$ cat src/rtl/coeff_loader.sv
// coeff_loader
//
// Takes a biquad coefficient set (b0, b1, b2, a1, a2) in IEEE-754 double form,
// converts it to signed Q(W-FRAC).FRAC fixed point one coefficient per cycle
// through a single shared converter, and holds the result in a shadow bank.
// The shadow bank becomes the active set only on a filter sample boundary, so
// the filter never sees a partially updated set.
//
// Parameters
//   W     fixed-point coefficient width
//   FRAC  number of fractional bits
//
// Ports
//   clk_fast               sole clock, rising edge
//   rst                    synchronous active-high reset
//   b0, b1, b2, a1, a2     double-precision coefficient set
//   done                   coefficient set valid this cycle
//   sample_tick            filter sample boundary
//   c_b0 .. c_a2           active fixed-point coefficients (registered)
//   busy                   high whenever the loader is not idle
//   swapped                one-cycle pulse when a new active set appears
//   sat_flag               active set contained a saturated/NaN/Inf input
//   overrun                one-cycle pulse, cycle after a dropped done

module coeff_loader #(
    parameter int W    = 32,
    parameter int FRAC = 30
) (
    input  logic         clk_fast,
    input  logic         rst,
    input  logic [63:0]  b0,
    input  logic [63:0]  b1,
    input  logic [63:0]  b2,
    input  logic [63:0]  a1,
    input  logic [63:0]  a2,
    input  logic         done,
    input  logic         sample_tick,
    output logic [W-1:0] c_b0,
    output logic [W-1:0] c_b1,
    output logic [W-1:0] c_b2,
    output logic [W-1:0] c_a1,
    output logic [W-1:0] c_a2,
    output logic         busy,
    output logic         swapped,
    output logic         sat_flag,
    output logic         overrun
);

    typedef enum logic [1:0] {
        IDLE = 2'd0,
        CONV = 2'd1,
        PEND = 2'd2
    } state_t;

    // Working width of the converter: wide enough to hold the 53-bit
    // significand plus any left shift that still fits below saturation.
    localparam int EW = W + 54;

    localparam logic [EW-1:0] HALF  = {{(EW-1){1'b0}}, 1'b1} << (W-1);
    localparam logic [W-1:0]  QMAX  = {1'b0, {(W-1){1'b1}}};
    localparam logic [W-1:0]  QMIN  = {1'b1, {(W-1){1'b0}}};
    localparam logic [W-1:0]  Q_ONE = {{(W-1){1'b0}}, 1'b1} << FRAC;

    state_t state;
    state_t state_next;

    logic [63:0]  cap [5];
    logic [W-1:0] shadow [5];
    logic         shadow_sat;
    logic [2:0]   idx;

    logic         accept;
    logic         swap;

    logic [63:0]  conv_in;
    logic [10:0]  conv_exp;
    logic         conv_sign;
    int           conv_pos;
    logic [EW-1:0] conv_ext;
    logic [EW-1:0] conv_tmp;
    logic [EW-1:0] conv_mag;
    logic [EW-1:0] conv_neg;
    logic [W-1:0] conv_out;
    logic         conv_sat;

    // A new set can be taken whenever no conversion is in flight; a pending
    // set is simply overwritten (latest wins). Swap happens only from PEND.
    assign accept = done && ((state == IDLE) || (state == PEND));
    assign swap   = sample_tick && (state == PEND);

    always_ff @(posedge clk_fast) begin
        if (rst) begin
            state <= IDLE;
        end else begin
            state <= state_next;
        end
    end

    always_comb begin
        state_next = state;
        case (state)
            IDLE: begin
                if (done) begin
                    state_next = CONV;
                end
            end
            CONV: begin
                if (idx == 3'd4) begin
                    state_next = PEND;
                end
            end
            PEND: begin
                if (done) begin
                    state_next = CONV;
                end else if (sample_tick) begin
                    state_next = IDLE;
                end
            end
            default: state_next = IDLE;
        endcase
    end

    always_comb begin
        busy = (state != IDLE);
    end

    assign conv_in = cap[idx];

    // Double -> fixed conversion. conv_pos is the bit position the implicit
    // leading one lands on after scaling by 2^FRAC. Below -1 the value is
    // under 0.5 and rounds to zero; at or above W it is certainly out of range.
    // For the right-shift case we shift one bit short so the last bit shifted
    // out is available as the half-LSB round bit (half away from zero on the
    // magnitude, sign applied afterwards).
    always_comb begin
        conv_exp  = conv_in[62:52];
        conv_sign = conv_in[63];
        conv_ext  = {{(EW-53){1'b0}}, 1'b1, conv_in[51:0]};
        conv_pos  = int'(conv_exp) - 1023 + FRAC;
        conv_tmp  = '0;
        conv_mag  = '0;
        conv_neg  = '0;
        conv_out  = '0;
        conv_sat  = 1'b0;

        if (conv_exp == 11'h7FF) begin
            conv_sat = 1'b1;
            if (conv_in[51:0] == 52'd0) begin
                conv_out = conv_sign ? QMIN : QMAX;
            end
        end else if (conv_exp != 11'd0) begin
            if (conv_pos >= W) begin
                conv_sat = 1'b1;
                conv_out = conv_sign ? QMIN : QMAX;
            end else if (conv_pos >= -1) begin
                if (conv_pos >= 52) begin
                    conv_mag = conv_ext << (conv_pos - 52);
                end else begin
                    conv_tmp = conv_ext >> (51 - conv_pos);
                    conv_mag = (conv_tmp >> 1) + {{(EW-1){1'b0}}, conv_tmp[0]};
                end

                // -2^(W-1) is representable exactly, +2^(W-1) is not.
                if (!conv_sign && (conv_mag >= HALF)) begin
                    conv_sat = 1'b1;
                    conv_out = QMAX;
                end else if (conv_sign && (conv_mag > HALF)) begin
                    conv_sat = 1'b1;
                    conv_out = QMIN;
                end else begin
                    conv_neg = -conv_mag;
                    conv_out = conv_sign ? conv_neg[W-1:0] : conv_mag[W-1:0];
                end
            end
        end
    end

    // Capture, shadow bank fill and active-bank swap. On a simultaneous
    // swap + accept the active bank takes the old shadow contents while the
    // capture registers load the new set, so both happen in one edge.
    always_ff @(posedge clk_fast) begin
        if (rst) begin
            for (int i = 0; i < 5; i++) begin
                cap[i]    <= '0;
                shadow[i] <= '0;
            end
            shadow_sat <= 1'b0;
            idx        <= '0;
            c_b0       <= Q_ONE;
            c_b1       <= '0;
            c_b2       <= '0;
            c_a1       <= '0;
            c_a2       <= '0;
            swapped    <= 1'b0;
            sat_flag   <= 1'b0;
            overrun    <= 1'b0;
        end else begin
            swapped <= swap;
            overrun <= done && (state == CONV);

            if (swap) begin
                c_b0     <= shadow[0];
                c_b1     <= shadow[1];
                c_b2     <= shadow[2];
                c_a1     <= shadow[3];
                c_a2     <= shadow[4];
                sat_flag <= shadow_sat;
            end

            if (accept) begin
                cap[0]     <= b0;
                cap[1]     <= b1;
                cap[2]     <= b2;
                cap[3]     <= a1;
                cap[4]     <= a2;
                idx        <= '0;
                shadow_sat <= 1'b0;
            end else if (state == CONV) begin
                shadow[idx] <= conv_out;
                shadow_sat  <= shadow_sat | conv_sat;
                idx         <= idx + 3'd1;
            end
        end
    end

endmodule
$ cat config.mk
export PLATFORM = sky130hd
export DESIGN_NAME = coeff_loader
export DESIGN_NICKNAME = d
export VERILOG_FILES = /design/src/rtl/coeff_loader.sv
export SDC_FILE = /design/constraint.sdc
export NUM_CORES = 2
export LEC_CHECK = 0
export CAP_MARGIN = 20
export CORE_ASPECT_RATIO = 0.5
export CORE_MARGIN = 4
export CORE_UTILIZATION = 30
export DETAILED_ROUTE_END_ITERATION = 7
export MAX_ROUTING_LAYER = met4
export PLACE_DENSITY = 0.57
export SYNTH_ARGS = -nofsm -noshare
export SYNTH_HDL_FRONTEND = slang
export SYNTH_SLANG_ARGS = --single-unit
export TNS_END_PERCENT = 5
$ cat constraint.sdc
create_clock -name clk_fast -period 14.3 [get_ports clk_fast]
set_input_delay 3.575 -clock clk_fast [delete_from_list [all_inputs] [get_ports clk_fast]]
set_output_delay 3.575 -clock clk_fast [all_outputs]
set_load 0.005 [all_outputs]
Word-level counts from Yosys, hierarchy flattened:

Memories as Yosys holds them, arrays and structs flattened. A register that Yosys moved wholly into a read port is not among the register bits.
Index checks and enable logic that the tools add are counted.

* bits in registers: 9
* memory bits (writable): 480
* input bits: 324
* output and inout port bits: 164
* logic and storage cells: 93
* memories kept: 2

Memories
* cap: depth 5, bits a word 64, rd ports 1, clocked after Yosys merged registers in 1, wr ports 5, RTL line 67 `logic [63:0] cap [5];`
* shadow: depth 5, bits a word 32, rd ports 5, clocked after Yosys merged registers in 5, wr ports 5, RTL line 68 `logic [W-1:0] shadow [5];`

* add/sub/neg operators: 7
* $lt $le $gt $ge: 5
* eq/ne operators: 7
* shift-type cells: 2
* mux-type cells: 44
* bitwise operators: 6
* reduce and logical (&&, ||, !) cells: 14

Operators with widths (number)
* $mux 86: 5
* $mux 32: 10
* $mux 64: 5
* $add 85x1->86: 1
* $ge 86x32->1 const B: 1
* $gt 86x32->1 const B: 1
* $shl 53x32->86: 1
* $shr 53x32->86: 1
* $logic_not 52->1: 1
* $neg 32->32: 1
* $reduce_or 32->1: 1
* $ge 13x7->1 const B: 2
* $mux 1: 16
* $sub 13x7->14 const B: 1
* $sub 7x13->14 const A: 1
* $add 12x6->13 const B: 1
* $ge 13x1->1 const B: 1
* $sub 11x10->12 const B: 1
* $eq 11x11->1 const B: 1
* $reduce_bool 11->1: 1
* $mux 3: 3
* $mux 2: 4
* $or 1x1->1: 6
* $pmux 2 s3: 1
* other kinds (13): 18

Longest topological paths before layout:

* depth after elaboration: 19
* gate-level depth with buffers: 48
* mapped depth without buffers: 34

Least setup slack after synthesis:

OpenSTA, ideal clock, no wires.

* kind: input to register
* start point: input port rst
* end point: memory cap[0][0], enable pin
* arrival time: 10.301 ns
* data required time: 13.614 ns
* path slack: 3.313 ns
* stages on the path: 2
* path through: clkbuf_1 > a21o_1

RTL lines
* from (decl): RTL line 30 `input logic rst,`
* to (decl): RTL line 67

==> run summary <==
## Pwr
- Clk network pwr share: 22.8%
- net switching power figure: 3.10 mW
- Sequential Power Share: 30.1%
- PwrDens: 158 nW/um2
- cell-internal power: 4.13 mW
- Sw Ratio: 42.9%
- Design Power: 7.24 mW
- LEAKAGE: 15.4 nW
- part of the power in combinational logic: 47.1%
- peak supply drop: 0.100 mV

## Yosys
- synthesized instance count: 3713
- leading cell types by total area after synthesis: sky130_fd_sc_hd__edfxtp_1 (39%), sky130_fd_sc_hd__dfxtp_1 (9.3%), sky130_fd_sc_hd__and2_1 (5.9%)
- #FFs+latches synth: 652
- count of distinct cell types in the synthesized netlist: 114
- Yosys warnings: 0
- sequential-to-total area share from yosys stat: 48.0%
- flip-flop cell with the highest count after synthesis: sky130_fd_sc_hd__edfxtp_1
- cell type with the highest aggregate area in the netlist: sky130_fd_sc_hd__edfxtp_1
- fraction of registers with async set or reset after synthesis: 0%
- total nets after synthesis: 4049
- top-area cell type share of the netlist area: 38.8%
- post-synthesis average cell area: 10.0 um2
- number of synthesized flops with an enable pin: 480
- cell area after synthesis: 37200 um2

## Timing
- post-layout min period: 11.14 ns
- Least-Margin Pin Slew: 1.42 ns
- RSZ-0062 raised after global routing: false
- maximum frequency from static timing analysis: 89.8 MHz
- max-slew violations: 0
- Slew headroom: 5.22%
- minimum hold slack: 0.455 ns
- final worst slack: 3.16 ns
- setup skew after layout: 0.0378 ns
- aggregate negative setup slack: 0 ns
- Period Utilization, post-route: 77.9%
- setup-violating endpoint count in the final report: 0
- final hold violations: 0

## Clock tree
- TritonCTS clock tree: yes
- clock transition at the registers of the reported paths: 0.07 ns
- deepest level of the CTS H-tree: 2
- clock insertion delay at the later pin of the skew report: 0.67 ns
- post-cts gate resize count: 0
- cell at the root of the clock tree: sky130_fd_sc_hd__clkbuf_16
- Post-CTS Hold Fix Bufs: 0
- clock tree sinks: 652
- Post-CTS Repair Setup Buffers: 0
- number of buffers created by CTS: 60
- maximum clock path buffer count: 3

## Global route
- largest net degree at the start of global routing: 193
- global-route total usage across every layer: 22.5%
- global route total overflow: 0
- wire length of the first global-routing pass: 215000 um
- antenna violations before repair: 8
- number of global-route vias before repair: 30600

## Worst setup path
- maximum fanout along the worst path: 52
- Bufs and invs on worst path: 4
- endpoint arrival time on the critical path: 11.58 ns
- Crit path required time: 14.74 ns
- cell family with most CP delay: simple AND/OR/NAND/NOR gates
- startpoint-to-endpoint class of the critical path: reg -> reg
- type of element capturing the critical path: flip-flop
- Crit path largest cell delay: 0.77 ns
- kind of start point of the critical path: flip-flop
- slowest stage cell, crit path: sky130_fd_sc_hd__dfxtp_1
- Most Frequent Cell on Critical Path: sky130_fd_sc_hd__ha_1

## Place
- Post-DP Area: 43600 um2
- routability congestion estimate from global placement: 0.947
- Post-DP HPWL: 112000 um
- number of I/O port buffers: 487
- Setup Slack @ Placement: 3.27 ns

## Hold path
- worst min-delay path category: reg -> reg

## Floorplanning
- number of rows created at floorplan: 91
- area of the core region: 123000 um2
- I/O Pins: 488
- Die Width: 506 um
- die area: 130000 um2
- die extent in y: 257 um
- effective utilization at floorplan: 30.2%

## Route
- detail-routed via count per cell: 5.53
- number of nets with antenna violations after routing: 0
- DRC errors left: 0
- initial drt markers: 3506
- detailed-route wire length: 149000 um
- Initial DRT Pass Iterations: 8
- via count: 32000
- Wirelength per Cell: 25.8 um

## Job
- max-cap check violation count: 0

## Finish
- share of final-layout standard cells stronger than drive strength 1: 8.77%
- fillers: 12300
- Synth-to-Final Area Change: 22.9%
- total number of nets in the final design: 4401
- final design area excluding fillers: 45700 um2

## Status
- status: finished, final reports clean

-- synth_stat cells (12+ instances only) --
cell / instances
sky130_fd_sc_hd__clkbuf_1: 160
sky130_fd_sc_hd__and3_1: 32
sky130_fd_sc_hd__a211o_1: 13
sky130_fd_sc_hd__o22ai_1: 19
sky130_fd_sc_hd__edfxtp_1: 480
sky130_fd_sc_hd__nand2_1: 519
sky130_fd_sc_hd__buf_4: 14
sky130_fd_sc_hd__buf_1: 35
sky130_fd_sc_hd__buf_2: 40
sky130_fd_sc_hd__nand3_1: 96
sky130_fd_sc_hd__nor4_1: 57
sky130_fd_sc_hd__a221oi_1: 12
sky130_fd_sc_hd__a22oi_1: 47
sky130_fd_sc_hd__o211ai_1: 21
sky130_fd_sc_hd__o21a_1: 25
sky130_fd_sc_hd__mux2i_1: 176
sky130_fd_sc_hd__xor2_1: 21
sky130_fd_sc_hd__nand2b_1: 40
sky130_fd_sc_hd__o31a_1: 13
sky130_fd_sc_hd__or2_2: 17
sky130_fd_sc_hd__a211oi_1: 47
sky130_fd_sc_hd__mux4_2: 75
sky130_fd_sc_hd__inv_1: 21
sky130_fd_sc_hd__o21ai_0: 124
sky130_fd_sc_hd__nor2b_1: 14
sky130_fd_sc_hd__dfxtp_1: 172
sky130_fd_sc_hd__a21oi_1: 262
sky130_fd_sc_hd__and2_1: 351
sky130_fd_sc_hd__nor2_1: 266
sky130_fd_sc_hd__nor3_1: 83
sky130_fd_sc_hd__ha_1: 12
sky130_fd_sc_hd__xnor2_1: 46
sky130_fd_sc_hd__mux2_2: 40
sky130_fd_sc_hd__nand4_1: 53
sky130_fd_sc_hd__or3_1: 17
sky130_fd_sc_hd__a31oi_1: 31
-- power groups by stage --
stage / combinational (mW) / clock, mW / sequential (mW)
after global placement: 3.30 / 0 / 2.22
after global routing: 3.56 / 1.76 / 2.19
final: 3.41 / 1.65 / 2.18
after detailed placement: 3.28 / 0 / 2.22
after CTS: 3.30 / 1.68 / 2.18
after floorplan: 2.10 / 0 / 2.22
-- layout make-up --
class | instances | area [um2] | area share (%)
inverter | 27 | 101 | 0.222
clock inverter | 29 | 293 | 0.641
antenna | 7 | 17.5 | 0.0383
clock buffer | 83 | 1690 | 3.69
timing repair buffer | 546 | 5420 | 11.9
sequential | 652 | 17900 | 39.1
multi-input combinational | 2778 | 18200 | 39.9
tap | 1674 | 2090 | 4.58
-- layout by cell type, fill, tap and decap left out, types with 83 or more instances in the layout --
cell type and count:
sky130_fd_sc_hd__a21oi_1 262, sky130_fd_sc_hd__and2_1 352, sky130_fd_sc_hd__clkdlybuf4s50_1 486, sky130_fd_sc_hd__dfxtp_1 170
sky130_fd_sc_hd__edfxtp_1 480, sky130_fd_sc_hd__mux2i_1 176, sky130_fd_sc_hd__nand2_1 518, sky130_fd_sc_hd__nand3_1 95
sky130_fd_sc_hd__nor2_1 263, sky130_fd_sc_hd__nor3_1 83, sky130_fd_sc_hd__o21ai_0 124
-- stage by stage --
stage	cells	util, %
finish	5796	37.1
CTS	5785	37.0
global route	5793	37.1
floorplan	3713	-
detailed placement	5673	35.4
global placement	5672	35.4
-- kinds of logic (layout without fill, tap and decap cells) --
family	Yosys count	after routing	synth area share [%]
AND/OR/NAND/NOR	1621	1621	22.0
AO/OA/AOI/OAI	784	784	14.1
flip-flops	652	652	48.0
multiplexers	291	291	10.5
buffers and inverters	283	685	3.27
XOR/XNOR	70	70	1.74
adder cells (fa/ha/maj)	12	12	0.404
other	0	7	0
-- worst register-to-register path, delay by kind of cell (launching register included) --
family / cells / cell delay, ns
buf+inv: 4 / 1.05
simple gates: 14 / 5.10
compound gates: 8 / 2.09
xor+xnor: 3 / 0.73
flops: 1 / 0.77
fa+ha+maj: 4 / 1.17
-- state kept, by name, indices dropped and copies added (netlist names), named ones only --
register and count:
sat_flag 1, c_b0 32, c_a1 32, overrun 1, idx 3, c_a2 32, state 2, cap 320
c_b1 32, swapped 1, shadow 160, c_b2 32, shadow_sat 1
-- layer usage --
layer	routed length, um	vias up	global-route usage [%]
met3	9720	183	2.93
met2	69600	1346	35.4
met5	0	-	-
met1	67400	16000	31.5
met4	2690	0	3.88
li1	-	14500	-
-- worst paths after layout --
kind | from | endpoint | slack [ns] | cells after the start
setup / recovery | flip-flop | shadow[3][23] | 3.16 | 33
hold / removal | c_b1[11] | c_b1[11] | 0.46 | 2
setup reg to reg | flip-flop | shadow[3][23] | 3.16 | 33
hold reg to reg | c_b1[11] | c_b1[11] | 0.46 | 2
Note: power is estimated with default switching activity, not from simulation.
